File: src/rtl/usb_pkg.sv
// Shared types for the USB endpoint bank: handshake codes, register bit map
// and the per-direction endpoint state record.
package usb_pkg;

  typedef enum logic [1:0] {
    hs_ack   = 2'b00,
    hs_none  = 2'b01,
    hs_nak   = 2'b10,
    hs_stall = 2'b11
  } hs_e;

  // Width of each count field in the status word; PKT_W+1 must not exceed it.
  localparam int CNT_W = 7;

  // Status / control word bit positions
  localparam int B_CNT1    = 8;
  localparam int B_ARM0    = 16;
  localparam int B_ARM1    = 17;
  localparam int B_BANK    = 18;
  localparam int B_TOG     = 19;
  localparam int B_STALL   = 20;
  localparam int B_LDSTALL = 21;
  localparam int B_LDTOG   = 22;
  localparam int B_ISO     = 24;

  typedef struct packed {
    logic             iso;
    logic             stall;
    logic             toggle;
    logic             bank;
    logic [1:0]       armed;
    logic [CNT_W-1:0] cnt1;
    logic [CNT_W-1:0] cnt0;
  } ep_dir_t;

  // Pack one direction's state into the CPU-visible status word.
  function automatic logic [31:0] status_word(input ep_dir_t s);
    logic [31:0] w;
    w                  = '0;
    w[CNT_W-1:0]       = s.cnt0;
    w[B_CNT1+:CNT_W]   = s.cnt1;
    w[B_ARM0]          = s.armed[0];
    w[B_ARM1]          = s.armed[1];
    w[B_BANK]          = s.bank;
    w[B_TOG]           = s.toggle;
    w[B_STALL]         = s.stall;
    w[B_ISO]           = s.iso;
    return w;
  endfunction

endpackage

File: src/rtl/usb_ep_dir.sv
// One direction (OUT or IN) of one endpoint: double-buffer arm/count state,
// bank pointer, data toggle and stall, updated by USB success and CPU writes.
// Optional isochronous mode is compiled in with USB_EP_ISO_EN.
module usb_ep_dir
  import usb_pkg::*;
#(
  parameter int PKT_W = 6,
  parameter bit IS_IN = 1'b0
) (
  input  logic           clk,
  input  logic           rst_n,
  input  logic           succ_i,
  input  logic           setup_succ_i,
  input  logic [PKT_W:0] ptr_i,
  input  logic           wr_i,
  input  logic [31:0]    wdata_i,
  output ep_dir_t        st_o
);

  ep_dir_t st_q, st_d;

  // Only a subset of the control word applies to this direction.
  logic unused_wdata;
  assign unused_wdata = ^wdata_i;

  // Success retires the current bank first; CPU writes then override.
  always_comb begin
    st_d = st_q;
    if (succ_i) begin
      if (!IS_IN) begin
        if (st_q.bank) st_d.cnt1 = CNT_W'(ptr_i);
        else           st_d.cnt0 = CNT_W'(ptr_i);
      end
      st_d.armed[st_q.bank] = 1'b0;
      st_d.bank             = ~st_q.bank;
      st_d.toggle           = ~st_q.toggle;
    end
    // A completed SETUP restarts the control pipe: data stage is DATA1.
    if (setup_succ_i) begin
      st_d.stall  = 1'b0;
      st_d.toggle = 1'b1;
    end
    if (wr_i) begin
      if (wdata_i[B_ARM0]) begin
        st_d.armed[0] = 1'b1;
        if (IS_IN) st_d.cnt0 = CNT_W'(wdata_i[PKT_W:0]);
      end
      if (wdata_i[B_ARM1]) begin
        st_d.armed[1] = 1'b1;
        if (IS_IN) st_d.cnt1 = CNT_W'(wdata_i[PKT_W:0]);
      end
      if (wdata_i[B_LDTOG])   st_d.toggle = wdata_i[B_TOG];
      if (wdata_i[B_LDSTALL]) st_d.stall  = wdata_i[B_STALL];
`ifdef USB_EP_ISO_EN
      st_d.iso = wdata_i[B_ISO];
`endif
    end
`ifdef USB_EP_ISO_EN
    // Isochronous pipes never use DATA1.
    if (st_d.iso) st_d.toggle = 1'b0;
`endif
  end

  // State register with synchronous reset
  always_ff @(posedge clk) begin
    if (!rst_n) st_q <= '0;
    else        st_q <= st_d;
  end

  assign st_o = st_q;

endmodule

File: src/rtl/usb_ep_bank.sv
// Endpoint bank: EP_COUNT endpoints x {OUT, IN} of double-buffered state,
// the USB-side byte pointer and RAM address, the handshake mux towards the
// usb core and a single-cycle CPU register port.
// Optional isochronous support: define USB_EP_ISO_EN.
module usb_ep_bank
  import usb_pkg::*;
#(
  parameter int EP_COUNT = 4,
  parameter int PKT_W    = 6,
  parameter int EP_W     = 2
) (
  input  logic                    clk,
  input  logic                    rst_n,
  input  logic                    transaction_active,
  input  logic [3:0]              endpoint,
  input  logic                    direction_in,
  input  logic                    setup,
  input  logic                    data_strobe,
  input  logic                    success,
  output logic                    data_toggle,
  output logic [1:0]              handshake,
  output logic                    data_in_valid,
  output logic [EP_W+2+PKT_W-1:0] ram_addr,
  output logic                    ram_we,
  input  logic                    avalid,
  input  logic                    awe,
  input  logic [5:0]              aaddr,
  input  logic [31:0]             adata,
  output logic                    bvalid,
  output logic [31:0]             bdata
);

  localparam int ND = 2 * EP_COUNT;

  ep_dir_t          st [ND];
  ep_dir_t          cur;
  logic             present;
  logic             cur_armed;
  logic [CNT_W-1:0] cur_cnt;
  hs_e              hs;
  logic [PKT_W:0]   ptr_q, ptr_d;
  logic [ND-1:0]    succ_v, setup_v, wr_v;
  logic [31:0]      rd_word;
  logic             bvalid_q, bvalid_d;
  logic [31:0]      bdata_q, bdata_d;

  // aaddr[1] carries no meaning in the word map.
  logic unused_aaddr;
  assign unused_aaddr = aaddr[1];

  // Per-direction state; index = 2*endpoint + direction_in
  for (genvar g = 0; g < ND; g++) begin : g_dir
    localparam int EP  = g / 2;
    localparam bit DIR = (g % 2) == 1;
    logic hit_ep;
    assign hit_ep     = present && (endpoint == 4'(EP));
    assign succ_v[g]  = success && hit_ep && (direction_in == DIR);
    assign setup_v[g] = success && setup && hit_ep;
    assign wr_v[g]    = avalid && awe && (aaddr[5:2] == 4'(EP)) && (aaddr[0] == DIR);

    usb_ep_dir #(.PKT_W(PKT_W), .IS_IN(DIR)) u_dir (
      .clk          (clk),
      .rst_n        (rst_n),
      .succ_i       (succ_v[g]),
      .setup_succ_i (setup_v[g]),
      .ptr_i        (ptr_q),
      .wr_i         (wr_v[g]),
      .wdata_i      (adata),
      .st_o         (st[g])
    );
  end

  // Select the direction the usb core is currently talking to
  always_comb begin
    present = 1'b0;
    cur     = '0;
    for (int e = 0; e < EP_COUNT; e++) begin
      if (endpoint == 4'(e)) begin
        present = 1'b1;
        cur     = direction_in ? st[2*e+1] : st[2*e];
      end
    end
  end

  // Handshake priority: absent, (iso), stall unless setup, armed, nak
  always_comb begin
    cur_armed = cur.armed[cur.bank];
    cur_cnt   = cur.bank ? cur.cnt1 : cur.cnt0;
    if (!present)                 hs = hs_stall;
`ifdef USB_EP_ISO_EN
    else if (cur.iso)             hs = hs_none;
`endif
    else if (cur.stall && !setup) hs = hs_stall;
    else if (cur_armed)           hs = hs_ack;
    else                          hs = hs_nak;
  end

  assign handshake     = hs;
  assign data_toggle   = present && cur.toggle;
  assign data_in_valid = present && direction_in && cur_armed && (CNT_W'(ptr_q) < cur_cnt);
  assign ram_addr      = {endpoint[EP_W-1:0], direction_in, cur.bank, ptr_q[PKT_W-1:0]};
  assign ram_we        = data_strobe && !ptr_q[PKT_W] && !direction_in && present;

  // Byte pointer: cleared between transactions, saturates at one full packet
  always_comb begin
    ptr_d = ptr_q;
    if (!transaction_active)              ptr_d = '0;
    else if (data_strobe && !ptr_q[PKT_W]) ptr_d = ptr_q + (PKT_W+1)'(1);
  end

  // Read mux; absent endpoints fall through to 0
  always_comb begin
    rd_word = '0;
    for (int i = 0; i < ND; i++) begin
      if ((aaddr[5:2] == 4'(i / 2)) && (aaddr[0] == ((i % 2) == 1)))
        rd_word = status_word(st[i]);
    end
  end

  // Response one cycle after the access; writes return 0
  always_comb begin
    bvalid_d = avalid;
    bdata_d  = bdata_q;
    if (avalid) bdata_d = awe ? 32'h0 : rd_word;
  end

  // Pointer and bus response registers
  always_ff @(posedge clk) begin
    if (!rst_n) begin
      ptr_q    <= '0;
      bvalid_q <= 1'b0;
      bdata_q  <= '0;
    end else begin
      ptr_q    <= ptr_d;
      bvalid_q <= bvalid_d;
      bdata_q  <= bdata_d;
    end
  end

  assign bvalid = bvalid_q;
  assign bdata  = bdata_q;

endmodule

File: config.mk
export PLATFORM = sky130hd
export DESIGN_NAME = usb_ep_bank
export DESIGN_NICKNAME = d
export VERILOG_FILES = /design/src/rtl/usb_pkg.sv /design/src/rtl/usb_ep_dir.sv /design/src/rtl/usb_ep_bank.sv
export SDC_FILE = /design/constraint.sdc
export NUM_CORES = 1
export LEC_CHECK = 0
export BUFFER_PORTS_ARGS = -buffer_cell sky130_fd_sc_hd__buf_2
export CORE_MARGIN = 2
export CORE_UTILIZATION = 55
export CTS_CLUSTER_DIAMETER = 40
export DETAILED_ROUTE_END_ITERATION = 7
export PLACE_DENSITY = 0.71
export SYNTH_ARGS = -nofsm -noshare
export SYNTH_HDL_FRONTEND = slang
export SYNTH_SLANG_ARGS = --single-unit
File: constraint.sdc
create_clock -name clk -period 3 [get_ports clk]
set_input_delay 0.3 -clock clk [delete_from_list [all_inputs] [get_ports clk]]
set_output_delay 0.3 -clock clk [all_outputs]
set_load 0.05 [all_outputs]
After elaboration in Yosys (flattened, before gate mapping):

Cells that the tools add are included.

* flip-flop bits (word level): 192
* input port bits: 51
* output and inout bits: 48
* logic and storage cells: 313

* order comparisons: 18
* multiplexer cells: 123
* $add $sub $neg: 1
* equal/unequal tests: 6
* bitwise operators: 34
* reduce and logical (&&, ||, !) cells: 80

Operators by type and width (number)
* 32-bit 2-to-1 mux: 8
* 19-bit 2-to-1 mux: 8
* 7-bit 2-to-1 mux: 17
* 18-bit 2-to-1 mux: 4
* 16-bit 2-to-1 mux: 4
* 1-bit logical AND: 58
* 1-bit 2-to-1 mux: 46
* 2-bit 2-to-1 mux: 23
* 2-bit AND reduction: 17
* 21-bit 2-to-1 mux: 1
* 1-bit by 2-bit less-than comparator with 1-bit output, second input constant: 9
* 1-bit NOT: 18
* 2-bit bitwise AND: 8
* 4-bit by 2-bit equality test with 1-bit output, second input constant: 4
* 4-bit 2-to-1 mux: 4
* 2-bit NOT: 8
* 1-bit demux with 1-bit select: 8
* 4-bit by 1-bit equality test with 1-bit output, second input constant: 2
* 1-bit >= comparator, second input constant: 8
* 4-bit logical NOT: 2
* 7-bit by 1-bit adder with 7-bit output, second input constant: 1
* 7-bit less-than comparator: 1
* 1-bit logical NOT: 3

Logic depth before layout (Yosys ltp):

* depth in word-level cells: 12
* gate-level depth with buffers: 14

Modules after synthesis:

From an unflattened synthesis, not the netlist that was laid out.

* cells, all modules: 1139
* area, all modules: 10420.0 um^2

Modules (own cells, without submodules)
* usb_ep_bank: seq. area each 560.5 um^2, cells each 451, area each 4003.8 um^2, instances 1
* usb_ep_dir at g_dir[1].u_dir ...: seq. area each 380.4 um^2, cells each 87, area each 820.8 um^2, instances 4
* usb_ep_dir at g_dir[0].u_dir ...: seq. area each 380.4 um^2, cells each 85, area each 783.3 um^2, instances 4

Worst setup path after synthesis:

OpenSTA, ideal clock, no wires.

* path type: register to output
* from: register g_dir[6].u_dir.st_q, in the netlist g_dir[6].u_dir.st_o[16]
* to: output data_in_valid
* arrival: 2765 ps
* cell stages (with the launch flop): 12
* path buffers: 1
* setup slack: -65 ps
* path through: dfxtp_1 clkbuf_1 mux2i_1 a2bb2oi_4 nand3_4 inv_1 o211ai_1 ha_1 nand4_1 o2111ai_1 a31oi_1 o2111a_1

* longest elaborated chain between the ends: 6
* elaborated cells between the ends (all ways): 8
* classes of those cells: order compare: 1; mux: 5; reduce/logical: 2

RTL lines
* from (decl): RTL line usb_ep_dir.sv:20 `ep_dir_t st_q, st_d;`
* from (signal assigned): RTL line usb_ep_dir.sv:67 `else st_q <= st_d;`
* 19-bit 2-to-1 mux (*): RTL line usb_ep_bank.sv:80 `cur = direction_in ? st[2*e+1] : st[2*e];`
* 19-bit 2-to-1 mux (*): RTL line usb_ep_bank.sv:78 `if (endpoint == 4'(e)) begin`
* named net ram_addr[6]: RTL line usb_ep_bank.sv:23 `output logic [EP_W+2+PKT_W-1:0] ram_addr,`
* parallel branches: the longest is 3 deep, another holds 7-bit less-than comparator
* 1-bit logical AND (*): RTL line usb_ep_bank.sv:100 `assign data_in_valid = present && direction_in && cur_armed && (CNT_W'(ptr_q) < cur_cnt);`
* to (decl): RTL line usb_ep_bank.sv:22 `output logic data_in_valid,`

Mark *: on every way through the listed nets, which the timed path passes. The select of a mux whose other input is x is not followed.

Worst setup path in the final report:

* from: register g_dir[6].u_dir.st_q, in the netlist g_dir[6].u_dir.st_o[16]
* to: output data_in_valid

* longest elaborated chain between the ends: 6
* elaborated cells between the ends (all ways): 8
* classes of those cells: order compare: 1; mux: 5; reduce/logical: 2

RTL lines (RTL line)
* 19-bit 2-to-1 mux (*): usb_ep_bank.sv:80
* 19-bit 2-to-1 mux (*): usb_ep_bank.sv:78
* parallel branches: the longest is 3 deep, another holds 7-bit less-than comparator
* 1-bit logical AND (*): usb_ep_bank.sv:100

Mark *: on every way between the ends. The select of a mux whose other input is x is not followed.

==> summary.md <==
| Metric | Value |
|---|---|
| Status | `finished, violations left` |
| Failing checks | `design-rule violations, negative setup slack` |
| Lkg Pwr | `4.43 nW` |
| Final Util | `64.7%` |
| FFs w/ async S/R, synth | `0%` |
| Avg Vias per Cell | `roughly 6.3` |
| P_int | `between 3 and 4 mW` |
| Critical Path AT | `2.92 ns` |
| Global placer's final weighted congestion | `0.925` |
| Max Clock Freq | `0.310 GHz` |
| Top cells by area, synth | `dfxtp_1 35%, mux4_2 11%, mux2i_1 8.5%` |
| Drt drc | `10` |
| ANT nets after route | `0` |
| Hold Vio Cnt, Final | `0` |
| Hold/Removal Path Class | `input pin to flop` |
| Fin. max-slew vios | `0` |
| Antenna violations before repair | `0` |
| First-pass GRT wire length | `~48 mm` |
| Worst-case clock buffer depth | `2` |
| Vias | `about 8700` |
| Netlist cell types | `between 70 and 80` |
| RSZ-0062 raised after global routing | `yes` |
| Yosys warning total | `0` |
| Top Ports | `about 100` |
| Final min period | `between 3 and 4 ns` |
| DIE HEIGHT | `around 140 µm` |
| Seq/Total Area, Yosys | `roughly a third` |
| CP Max Fanout | `3` |
| Sequential Power Share | `around 45%` |
| CORE AREA | `roughly 18000 µm²` |
| Vias in the first global route | `8093` |
| Most common cell after layout, fill and taps aside | `dfxtp_1` |
| Critical path's slowest cell | `mux4_2` |
| Root buffer cell | `clkbuf_16` |
| TritonCTS clock tree | `yes` |
| Clk Latency, worst-skew pair | `about 0.45 ns` |
| DR iter-0 viols | `935` |
| Hpwl dp | `between 20 and 25 mm` |
| NetSw | `about 1.4 mW` |
| Ant diodes | `0` |
| Fillers | `between 1000 and 1500` |
| Worst r2r path cells | `5` |
| Max-cap violations | `0` |
| Hold-fix buffers, CTS | `0` |
| Top FF cell, synth | `dfxtp_1` |
| Peak VDD IR | `0.431 mV` |
| Crit Path Class | `flop to output port` |
| Most frequent cells in the layout | `171 x dfxtp_1, 102 x nand2_1, 87 x mux2i_1, 87 x buf_4, 83 x nand3_1` |
| Sink Count | `about 180` |
| Flops & latches, synth | `roughly 180` |
| GR Util All Layers | `around a third` |
| PnR worst setup slack | `-0.222 ns` |
| Startpoint Class | `flop` |
| Pre-Repair DR Iteration Count | `8` |
| Global route total overflow | `0` |
| Number of synthesized flops with an enable pin | `0` |
| CP most frequent cell | `nand4_1` |
| Cell area after synthesis | `10200 µm²` |
| Final setup fails | `1` |
| Hold Crit Start | `adata[20]` |
| Dpl cell area | `approximately 11000 µm²` |
| Die area | `between 15000 and 20000 µm²` |
| Worst-path clk slew | `around 0.07 ns` |
| Tightest Pin Transition | `roughly 1.1 ns` |
| Post-synth top area share | `a little over a third` |
| Clock power share | `roughly 45%` |
| Row count | `about 50` |
| Combinational share of power | `around a tenth` |
| Share of the clock period used by the worst path after layout | `107%` |
| Layout area overhead | `14.9%` |
| Drt wl/cell | `about 23 µm` |
| CTS H-tree lvls | `4` |
| Setup slack, reg-to-reg | `roughly 1.3 ns` |
| Hold WS | `0.181 ns` |
| Synth Instances | `1062` |
| Largest area contributor in the netlist | `dfxtp_1` |
| DRT Wirelength | `31.4 mm` |
| RR Startpoint | `ptr_q[6]` |
| Headroom to the max-slew limit | `between 20% and 30%` |
| Post-route design area | `about 12000 µm²` |
| Hold Path Stages | `3` |
| Worst path max stage delay | `between 0.5 and 0.6 ns` |
| Final Skew | `0.0131 ns` |
| PortBufs | `between 60 and 70` |
| Critical Path RT | `approximately 2.7 ns` |
| Largest net degree at the start of global routing | `between 70 and 80` |
| Crit-path cells | `mux4_2, a21oi_2, a32oi_1, nand4_1, o2111ai_2, ha_1, nand4_1, o2111ai_1, a31oi_1, o2111a_2, buf_8` |
| Hold Path End | `g_dir[5].u_dir.st_o[18]` |
| RR Endpoint | `ptr_q[5]` |
| PwrDens | `about 460 nW/µm²` |
| Worst setup EP type | `output port` |
| Syn Area/Cell | `9.60 µm²` |
| Initial core utilization | `a little under three fifths` |
| NumNets Final | `1195` |
| Num CTS Buffers | `17` |
| Switching Share | `roughly a quarter` |
| Share of cells above drive strength 1 | `approximately a quarter` |
| Die span in x | `approximately 140 µm` |
[layout make-up]
type | instances | area, µm² | area share (%)
Timing Repair Buffer | 159 | 1130 | 9.69
Tap cell | 229 | 287 | 2.45
Multi-Input combinational cell | 770 | 6040 | 51.6
Inverter | 10 | 37.5 | 0.321
Clock inverter | 14 | 190 | 1.62
Sequential cell | 179 | 3590 | 30.7
Clock buffer | 18 | 429 | 3.66
[cell families (layout without fill, tap and decap cells)]
group	count (synthesis)	in the layout	synth area share, %
adders and majority gates	7	7	0.859
xor gates and xnor gates	19	19	1.63
AOI/OAI and AO/OA	203	203	14.4
DFF	179	179	35.1
buffers and inverters	125	201	6.41
other	1	13	0.0368
muxes	155	155	21.7
and+or+nand+nor	373	373	19.8
[power groups by stage]
stage | Clock (mW) | Combinational [mW] | Sequential [mW]
2_1_floorplan | 0 | 0.380 | 2.46
3_3_place_gp | 0 | 0.554 | 2.45
3_5_place_dp | 0 | 0.557 | 2.45
4_1_cts | 2.40 | 0.562 | 2.40
5_1_grt | 2.48 | 0.603 | 2.40
6_report | 2.38 | 0.572 | 2.40
[critical path, delay by kind of cell (launching register included)]
family	cells	cell delay (ns)
mux	1	0.51
compound gates	6	0.90
fa+ha+maj	1	0.32
simple gates	2	0.28
flops	1	0.34
buf+inv	1	0.15
[synth_stat cells, types with 3 or more instances]
cell,instances
mux2i_1,87
dfxtp_1,179
o211ai_1,14
inv_1,10
nand2b_1,18
nor2_1,31
a22oi_1,7
nand4_1,9
ha_1,7
a21boi_1,12
buf_6,3
nand4b_1,3
mux4_2,50
o21ai_0,15
nand3_1,83
nor2b_1,72
a31oi_1,13
nor3_1,5
buf_2,21
clkbuf_1,53
xor2_1,10
mux2_2,16
buf_4,33
xnor2_1,9
and2_1,17
a21boi_0,75
a2bb2oi_1,3
nor2_4,3
nand2_1,102
a21oi_1,20
buf_1,4
or3_1,3
o221ai_1,3
o22ai_1,20
[how the worst max path moves through the flow]
stage / cells past startpoint / from / to / slack, ns
2_1_floorplan: 11 / g_dir[6].u_dir.st_o[16] / data_in_valid / 0.05
5_1_grt: 12 / g_dir[6].u_dir.st_o[16] / data_in_valid / -0.37
4_1_cts: 11 / g_dir[6].u_dir.st_o[16] / data_in_valid / -0.19
3_5_place_dp: 12 / endpoint[0] / data_in_valid / -0.20
6_report: 11 / g_dir[6].u_dir.st_o[16] / data_in_valid / -0.22
3_3_place_gp: 12 / endpoint[0] / data_in_valid / -0.16
[per-stage QoR]
step | instances | TNS (ns) | setup WS (ns) | power, mW
finish | 1379 | -0.222 | -0.222 | 5.36
global route | 1379 | -0.367 | -0.367 | 5.49
CTS | 1379 | -0.193 | -0.193 | 5.36
detailed placement | 1347 | -0.201 | -0.201 | 3.01
global placement | 1347 | -0.162 | -0.162 | 3.01
floorplan | 1074 | 0 | 0.0529 | 2.84
[registers in the layout (all words and copies together) (netlist names)]
signal and count:
g_dir.u_dir.st_o 152, bvalid 1, bdata 19, ptr_q 7
[repair_timing]
action	4_1_cts	5_1_grt
pin swaps	8	3
gates resized for setup	17	2
endpoints found under the setup margin	1	1
setup buffers	0	0
[routing by layer]
metal  global-route usage, %  vias up  part of all wire [%]
met1                    47.0     4194                    44
li1                        -     3952                     -
met3                    10.5       51                    12
met2                    45.6      501                    41
met5                       0        -                     0
met4                    9.25        0                   2.2
Power figures use the tool's default switching activity.
